**src/rtl/lcd_char_render_pkg.sv**
```systemverilog
`default_nettype none
// ============================================================================
// Package   : lcd_char_pkg
// Purpose   : Shared types and constants for the LCD character renderer:
//             FSM state encoding, glyph range, font geometry, RGB565 colours
//             and the font row generator used by the font ROM.
// Revision  : 1.0 - initial release
// ============================================================================
package lcd_char_pkg;

  typedef enum logic [2:0] {
    ST_IDLE  = 3'd0,
    ST_FETCH = 3'd1,
    ST_WAIT  = 3'd2,
    ST_EMIT  = 3'd3,
    ST_DONE  = 3'd4
  } state_t;

  localparam int ASCII_OFFSET = 32;
  localparam int MAX_GLYPH    = 94;

  // Small font is 6x12, large font is 8x16
  localparam int FONT_S_W = 6;
  localparam int FONT_S_H = 12;
  localparam int FONT_L_W = 8;
  localparam int FONT_L_H = 16;

  localparam logic [15:0] RGB565_WHITE = 16'hFFFF;
  localparam logic [15:0] RGB565_BLACK = 16'h0000;

  // Font image generator. Both fonts are described arithmetically so the
  // ROM has a compact, fully deterministic image. The 6-wide font only
  // uses bits [7:2]; rows past the small-font height read as blank.
  function automatic logic [7:0] font_row_pattern(input logic       size,
                                                  input logic [6:0] glyph,
                                                  input logic [3:0] row);
    logic [7:0] w_row;
    w_row = ({1'b0, glyph} * 8'd7) + ({4'b0000, row} * 8'd29) + (size ? 8'd3 : 8'd0);
    w_row = w_row ^ 8'hA5;
    if (!size) begin
      w_row = w_row & 8'hFC;
      if (row >= 4'd12) begin
        w_row = 8'h00;
      end
    end
    return w_row;
  endfunction

endpackage
`default_nettype wire

```
**src/rtl/lcd_char_render_if.sv**
```systemverilog
`default_nettype none
// ============================================================================
// Interface : lcd_char_render_if
// Purpose   : Glyph request handshake (controller -> renderer) and pixel
//             write stream (renderer -> LCD write engine).
//             master = controller/LCD environment, slave = renderer.
// Revision  : 1.0 - initial release
// ============================================================================
interface lcd_char_render_if;
  logic        show_char_flag;
  logic [6:0]  ascii_num;
  logic [8:0]  start_x;
  logic [8:0]  start_y;
  logic        en_size;
  logic        busy;
  logic        show_char_done;
  logic        pix_valid;
  logic        pix_ready;
  logic [8:0]  pix_x;
  logic [8:0]  pix_y;
  logic [15:0] pix_color;

  modport master (
    output show_char_flag, ascii_num, start_x, start_y, en_size, pix_ready,
    input  busy, show_char_done, pix_valid, pix_x, pix_y, pix_color
  );

  modport slave (
    input  show_char_flag, ascii_num, start_x, start_y, en_size, pix_ready,
    output busy, show_char_done, pix_valid, pix_x, pix_y, pix_color
  );
endinterface
`default_nettype wire

```
**src/rtl/lcd_char_render_font_rom.sv**
```systemverilog
`default_nettype none
// ============================================================================
// Module    : lcd_font_rom
// Purpose   : Font ROM holding the 6x12 and 8x16 fonts. Address is
//             {size, glyph[6:0], row[3:0]}; synchronous read, one cycle
//             latency, 8-bit row word (MSB = leftmost pixel).
// Revision  : 1.0 - initial release
// ============================================================================
module lcd_font_rom
  import lcd_char_pkg::*;
(
  input  logic        clk,
  input  logic        rst,
  input  logic [11:0] i_addr,
  output logic [7:0]  o_data
);

  logic [7:0] r_data;

  // Registered read of the addressed font row
  always_ff @(posedge clk or posedge rst) begin
    if (rst) begin
      r_data <= 8'h00;
    end else begin
      r_data <= font_row_pattern(i_addr[11], i_addr[10:4], i_addr[3:0]);
    end
  end

  assign o_data = r_data;

endmodule
`default_nettype wire

```
**src/rtl/lcd_char_render.sv**
```systemverilog
`default_nettype none
// ============================================================================
// Module    : lcd_char_render
// Purpose   : Renders one glyph per request: fetches each font row from the
//             font ROM and streams one pixel write per glyph cell over a
//             valid/ready interface, clipping cells outside the panel.
//             Optional macro LCD_CHAR_TRANSPARENT_BG_EN: clear glyph bits are
//             skipped instead of written with BG_COLOR.
// Revision  : 1.0 - initial release
// ============================================================================
module lcd_char_render
  import lcd_char_pkg::*;
#(
  parameter int          LCD_W    = 240,
  parameter int          LCD_H    = 320,
  parameter logic [15:0] FG_COLOR = RGB565_WHITE,
  parameter logic [15:0] BG_COLOR = RGB565_BLACK
) (
  input  logic              sys_clk,
  input  logic              sys_rst,
  lcd_char_render_if.slave  bus
);

  state_t      r_state;
  state_t      w_state_nxt;

  logic [6:0]  r_ascii;
  logic [8:0]  r_sx;
  logic [8:0]  r_sy;
  logic        r_size;
  logic [3:0]  r_row;
  logic [2:0]  r_col;
  logic [7:0]  r_bits;
  logic        r_busy;
  logic        r_done;

  logic        w_accept;
  logic [2:0]  w_last_col;
  logic [3:0]  w_last_row;
  logic        w_last_pix;
  logic [9:0]  w_x;
  logic [9:0]  w_y;
  logic        w_bit;
  logic        w_clip;
  logic        w_skip;
  logic        w_adv;
  logic        w_valid;
  logic [11:0] w_rom_addr;
  logic [7:0]  w_rom_data;

  lcd_font_rom u_font_rom (
    .clk    (sys_clk),
    .rst    (sys_rst),
    .i_addr (w_rom_addr),
    .o_data (w_rom_data)
  );

  // A request is taken only when idle, and not in the cycle that reports
  // the previous glyph's completion.
  assign w_accept   = (r_state == ST_IDLE) && bus.show_char_flag && !r_done;

  assign w_last_col = r_size ? 3'(FONT_L_W - 1) : 3'(FONT_S_W - 1);
  assign w_last_row = r_size ? 4'(FONT_L_H - 1) : 4'(FONT_S_H - 1);
  assign w_last_pix = (r_col == w_last_col);

  assign w_rom_addr = {r_size, r_ascii, r_row};

  // Coordinates are summed at 10 bits so off-panel positions are detectable
  assign w_x    = {1'b0, r_sx} + {7'b0, r_col};
  assign w_y    = {1'b0, r_sy} + {6'b0, r_row};
  assign w_bit  = r_bits[3'd7 - r_col];
  assign w_clip = (w_x >= 10'(LCD_W)) || (w_y >= 10'(LCD_H));

`ifdef LCD_CHAR_TRANSPARENT_BG_EN
  assign w_skip = w_clip || !w_bit;
`else
  assign w_skip = w_clip;
`endif

  // Skipped cells advance in one cycle; written cells wait for the engine
  assign w_adv  = (r_state == ST_EMIT) && (w_skip || bus.pix_ready);

  // State register
  always_ff @(posedge sys_clk or posedge sys_rst) begin
    if (sys_rst) begin
      r_state <= ST_IDLE;
    end else begin
      r_state <= w_state_nxt;
    end
  end

  // Next-state and pixel-valid decode
  always_comb begin
    w_state_nxt = r_state;
    w_valid     = 1'b0;
    case (r_state)
      ST_IDLE: begin
        if (w_accept) begin
          w_state_nxt = ST_FETCH;
        end
      end
      ST_FETCH: w_state_nxt = ST_WAIT;
      ST_WAIT:  w_state_nxt = ST_EMIT;
      ST_EMIT: begin
        w_valid = !w_skip;
        if (w_adv && w_last_pix) begin
          w_state_nxt = (r_row == w_last_row) ? ST_DONE : ST_FETCH;
        end
      end
      ST_DONE:  w_state_nxt = ST_IDLE;
      default:  w_state_nxt = ST_IDLE;
    endcase
  end

  // Request latch, row-word capture and row/column walk
  always_ff @(posedge sys_clk or posedge sys_rst) begin
    if (sys_rst) begin
      r_ascii <= 7'd0;
      r_sx    <= 9'd0;
      r_sy    <= 9'd0;
      r_size  <= 1'b0;
      r_row   <= 4'd0;
      r_col   <= 3'd0;
      r_bits  <= 8'h00;
    end else begin
      if (w_accept) begin
        r_ascii <= bus.ascii_num;
        r_sx    <= bus.start_x;
        r_sy    <= bus.start_y;
        r_size  <= bus.en_size;
        r_row   <= 4'd0;
        r_col   <= 3'd0;
      end
      // Out-of-range glyph indices render blank
      if (r_state == ST_WAIT) begin
        r_bits <= (r_ascii > 7'(MAX_GLYPH)) ? 8'h00 : w_rom_data;
      end
      if (w_adv) begin
        if (w_last_pix) begin
          r_col <= 3'd0;
          if (r_row != w_last_row) begin
            r_row <= r_row + 4'd1;
          end
        end else begin
          r_col <= r_col + 3'd1;
        end
      end
    end
  end

  // Busy flag and one-cycle completion pulse
  always_ff @(posedge sys_clk or posedge sys_rst) begin
    if (sys_rst) begin
      r_busy <= 1'b0;
      r_done <= 1'b0;
    end else begin
      r_done <= (r_state == ST_DONE);
      if (w_accept) begin
        r_busy <= 1'b1;
      end else if (r_state == ST_DONE) begin
        r_busy <= 1'b0;
      end
    end
  end

  assign bus.busy           = r_busy;
  assign bus.show_char_done = r_done;
  assign bus.pix_valid      = w_valid;
  assign bus.pix_x          = w_valid ? w_x[8:0] : 9'd0;
  assign bus.pix_y          = w_valid ? w_y[8:0] : 9'd0;
  assign bus.pix_color      = w_valid ? (w_bit ? FG_COLOR : BG_COLOR) : 16'h0000;

endmodule
`default_nettype wire

```
**src/flat_wrapper.sv**
```systemverilog
// flat-port wrapper written by rule: the top's interface ports become plain ports
module lcd_char_render_flat import lcd_char_pkg::*;
#(
  parameter int          LCD_W    = 240,
  parameter int          LCD_H    = 320,
  parameter logic [15:0] FG_COLOR = RGB565_WHITE,
  parameter logic [15:0] BG_COLOR = RGB565_BLACK
)
  (sys_clk, sys_rst, bus_show_char_flag, bus_ascii_num, bus_start_x, bus_start_y, bus_en_size, bus_pix_ready, bus_busy, bus_show_char_done, bus_pix_valid, bus_pix_x, bus_pix_y, bus_pix_color);
  lcd_char_render_if bus_i ();
  input  logic sys_clk;
  input  logic sys_rst;
  input wire logic [$bits(bus_i.show_char_flag)-1:0] bus_show_char_flag;
  input wire logic [$bits(bus_i.ascii_num)-1:0] bus_ascii_num;
  input wire logic [$bits(bus_i.start_x)-1:0] bus_start_x;
  input wire logic [$bits(bus_i.start_y)-1:0] bus_start_y;
  input wire logic [$bits(bus_i.en_size)-1:0] bus_en_size;
  input wire logic [$bits(bus_i.pix_ready)-1:0] bus_pix_ready;
  output wire logic [$bits(bus_i.busy)-1:0] bus_busy;
  output wire logic [$bits(bus_i.show_char_done)-1:0] bus_show_char_done;
  output wire logic [$bits(bus_i.pix_valid)-1:0] bus_pix_valid;
  output wire logic [$bits(bus_i.pix_x)-1:0] bus_pix_x;
  output wire logic [$bits(bus_i.pix_y)-1:0] bus_pix_y;
  output wire logic [$bits(bus_i.pix_color)-1:0] bus_pix_color;
  assign bus_i.show_char_flag = bus_show_char_flag;
  assign bus_i.ascii_num = bus_ascii_num;
  assign bus_i.start_x = bus_start_x;
  assign bus_i.start_y = bus_start_y;
  assign bus_i.en_size = bus_en_size;
  assign bus_i.pix_ready = bus_pix_ready;
  assign bus_busy = bus_i.busy;
  assign bus_show_char_done = bus_i.show_char_done;
  assign bus_pix_valid = bus_i.pix_valid;
  assign bus_pix_x = bus_i.pix_x;
  assign bus_pix_y = bus_i.pix_y;
  assign bus_pix_color = bus_i.pix_color;
  lcd_char_render #(.LCD_W(LCD_W), .LCD_H(LCD_H), .FG_COLOR(FG_COLOR), .BG_COLOR(BG_COLOR)) u_core (.sys_clk(sys_clk), .sys_rst(sys_rst), .bus(bus_i));
endmodule
```
**config.mk**
```make
export PLATFORM = sky130hd
export DESIGN_NAME = lcd_char_render_flat
export DESIGN_NICKNAME = d
export VERILOG_FILES = /design/src/rtl/lcd_char_render_pkg.sv /design/src/rtl/lcd_char_render_if.sv /design/src/rtl/lcd_char_render_font_rom.sv /design/src/rtl/lcd_char_render.sv /design/src/flat_wrapper.sv
export SDC_FILE = /design/constraint.sdc
export NUM_CORES = 1
export LEC_CHECK = 0
export CORE_MARGIN = 5
export CORE_UTILIZATION = 58
export DETAILED_ROUTE_END_ITERATION = 12
export PLACE_DENSITY = 0.86
export SLEW_MARGIN = 0
export SYNTH_ARGS = -nofsm -noshare
export SYNTH_HDL_FRONTEND = slang
export SYNTH_SLANG_ARGS = --single-unit
```
**constraint.sdc**
```tcl
create_clock -name sys_clk -period 6.8 [get_ports sys_clk]
set_clock_uncertainty 0.2 [all_clocks]
set_input_delay 1.36 -clock sys_clk [delete_from_list [all_inputs] [get_ports sys_clk]]
set_output_delay 1.36 -clock sys_clk [all_outputs]
set_load 0.02 [all_outputs]
```
==> impl_metrics.py <==
metrics = {
    "grt": {
        "grt_pass1_vias": 3021,
        "grt.overflow.total": 0,
        "grt_usage": 0.206,
        "grt_pass1_wl_um": 14100,
        "antenna_found_initial": 0,
        "grt_max_degree": 55,
    },
    "cells_and_area": {
        "n_fill_cell": 484,
        "final_nets": 550,
        "multi_input_area_um2": 2180,
        "diodes": 0,
        "seq_area_um2": 1350,
        "drive_gt1_frac": 0.0469,
        "area_delta_synth_final_pct": 18.5,
    },
    "flow_run": {
        "maxCapViolCount": 0,
    },
    "placement": {
        "hpwl_um": 6320,
        "port_buffers": 65,
        "gp_congestion": 0.899,
    },
    "sta": {
        "setup_tns_ns": 0,
        "worst_pin_slew_ns": 1.02,
        "max-slew-margin-rel": 0.316,
        "holdWs_ns": 0.264,
        "setup_violations": 0,
        "fin_crit_sh": 0.911,
        "min_period_ns": 6.20,
        "finalHoldViolations": 0,
        "fmax_mhz": 161,
        "maxSlewViolCount": 0,
        "rsz0062_at_grt": "false",
    },
    "routing": {
        "drt_iter0_drc": 114,
        "detail-route-antenna-nets": 0,
        "drt_wl_total_um": 8270,
        "vias_per_cell": 5.38,
        "vias": 2936,
        "firstDrtPassIters": 4,
        "wl_per_cell_um": 15.2,
        "remaining_drc_errors": 0,
    },
    "logic_synthesis": {
        "ys_types": 50,
        "synth_simple_gate_area_frac": 0.166,
        "syn_inst": 421,
        "ys_warn_count": 0,
        "synth_top_area_frac": 0.346,
        "ys.flop_type": "dfrtp_1",
        "synthAdderAreaFrac": 0.205,
        "synth_most_common_cell": "nand2_1",
        "synth_commonest_cells": "nand2_1, inv_1, dfrtp_1, ha_1, nor2_1",
        "synth_area_leaders": "dfrtp_1, fa_1, ha_1",
        "syn_nets": 503,
        "ys_async_sr_fraction": 1.00,
        "synth_top_family_by_area": "adder cells",
        "syn_avg_cell_area_um2": 9.27,
        "synth-edff-count": 0,
        "synth.cell_area_um2": 3900,
        "synth_top_area_cell": "dfrtp_1",
        "synth-xor-area-share": 0.0516,
        "ys_seq_area_frac": 0.346,
        "synthMuxAreaShare": 0.0282,
        "synth_seq_cells": 54,
        "synth_compound_area_frac": 0.107,
    },
    "floorplanning": {
        "fp.dieArea_um2": 8470,
        "floorplan.initialDensity": 0.604,
        "core_um2": 6460,
        "rows": 29,
        "die_height_um": 92.0,
        "die_x_um": 92.0,
        "io_pins": 67,
    },
    "worst_setup_path": {
        "cp-end-kind": "primary output",
        "crit_slowest_cell": "clkdlybuf4s50_1",
        "cp-start-kind": "flip-flop",
        "crit_path_max_fanout": 17,
        "max_stage_delay_ns": 0.75,
        "rr_worst_depth": 15,
        "cp_cell_sequence": "ha_1, inv_1, fa_1, nor2b_1, o21ai_0, a211o_1, a22oi_1, o311a_4, nand2_1, nor2_1, clkdlybuf4s50_1",
        "cp.required_ns": 5.24,
        "arrival_ns": 4.64,
        "critPathKind": "reg -> out",
    },
    "status": {
        "status": "complete, no violations",
    },
    "clock_network": {
        "hold_buffers": 0,
        "insertion_delay_ns": 0.31,
        "cts_buffers": 5,
        "root_buffer": "clkbuf_8",
        "clockBufferDepth": 2,
        "cts_tree": "built",
        "clkTransAtPathRegs_ns": 0.10,
        "cts_sinks": 54,
        "cts.repair.resized": 0,
        "cts_setup_buffers": 0,
        "htreeDepth": 2,
    },
    "min_path": {
        "min-delay-path-class": "reg -> reg",
        "min_path_cells": 1,
    },
}
==> state kept, by name, indices dropped and copies added, names as in the netlist, 3 cells and up <==
register / cells
u_core.r_sy: 9
u_core.r_state: 3
u_core.u_font_rom.o_data: 8
u_core.r_ascii: 7
u_core.r_col: 3
u_core.r_row: 4
u_core.r_bits: 8
u_core.r_sx: 9
==> placed cells by master (no fill, tap or decap), types with 5 or more instances in the layout <==
master,instances
fa_1,20
clkbuf_8,6
mux2i_1,5
nor2b_1,7
nand3_1,5
inv_1,54
a22o_1,8
ha_1,32
o21ai_0,16
clkdlybuf4s50_1,65
a21oi_1,7
dfrtp_1,54
nor3_1,7
xnor2_1,14
nand2_1,73
nor2_1,31
and3_1,9
xor2_1,9
==> cell type report <==
type,count,area share
clock buffer,6,0.0179
inverter,55,0.0447
tap,77,0.0208
sequential,54,0.292
timing repair buffer,67,0.144
clock inverter,2,0.00839
multi-input combinational,285,0.472
==> worst paths after layout <==
check	start	to	slack, ns
max	u_core.r_row[0]$_DFF_PP0_	bus_pix_color[4]	0.60
min	u_core.u_font_rom.o_data[0]$_DFF_PP0_	u_core.r_bits[0]$_DFFE_PP0P_	0.26
max reg2reg	u_core.r_row[0]$_DFF_PP0_	u_core.u_font_rom.o_data[7]$_DFF_PP0_	2.44
min reg2reg	u_core.u_font_rom.o_data[0]$_DFF_PP0_	u_core.r_bits[0]$_DFFE_PP0P_	0.26
max in group asynchronous	sys_rst	u_core.r_row[1]$_DFF_PP0_	4.59
min in group asynchronous	sys_rst	u_core.u_font_rom.o_data[1]$_DFF_PP0_	1.35
==> layer usage <==
layer,GRT usage,vias up,wire (µm)
met2,0.357,75,4230
met5,0,-,0
li1,-,1438,-
met1,0.265,1417,3590
met3,0.0360,6,362
met4,0.0606,0,88
==> cell families (layout without fill, tap and decap cells) <==
group	after synthesis	after routing
compound gates	56	56
other cells	1	1
simple gates	145	145
mux	8	8
flops	54	54
buf+inv	82	130
xor+xnor	23	23
fa+ha+maj	52	52
==> metrics by stage <==
stage          std cells  utilization  setup slack [ns]  cell area (µm²)
2_1_floorplan        421            -              1.85             3900
3_3_place_gp         538        0.697              1.13             4500
3_5_place_dp         538        0.697             0.947             4500
4_1_cts              546        0.716             0.573             4620
5_1_grt              546        0.716             0.108             4620
6_report             546        0.716             0.603             4620
==> critical path, delay by kind of cell, from the launching register on <==
kind / cells / cell delay (ns)
and+or+nand+nor: 3 / 1.25
AOI/OAI and AO/OA: 4 / 1.03
buffers and inverters: 2 / 0.82
adders and majority gates: 2 / 0.63
DFF: 1 / 0.58
Power is not shown: default switching activity piles up to over one toggle a cycle in this logic, so the estimate is an artifact.
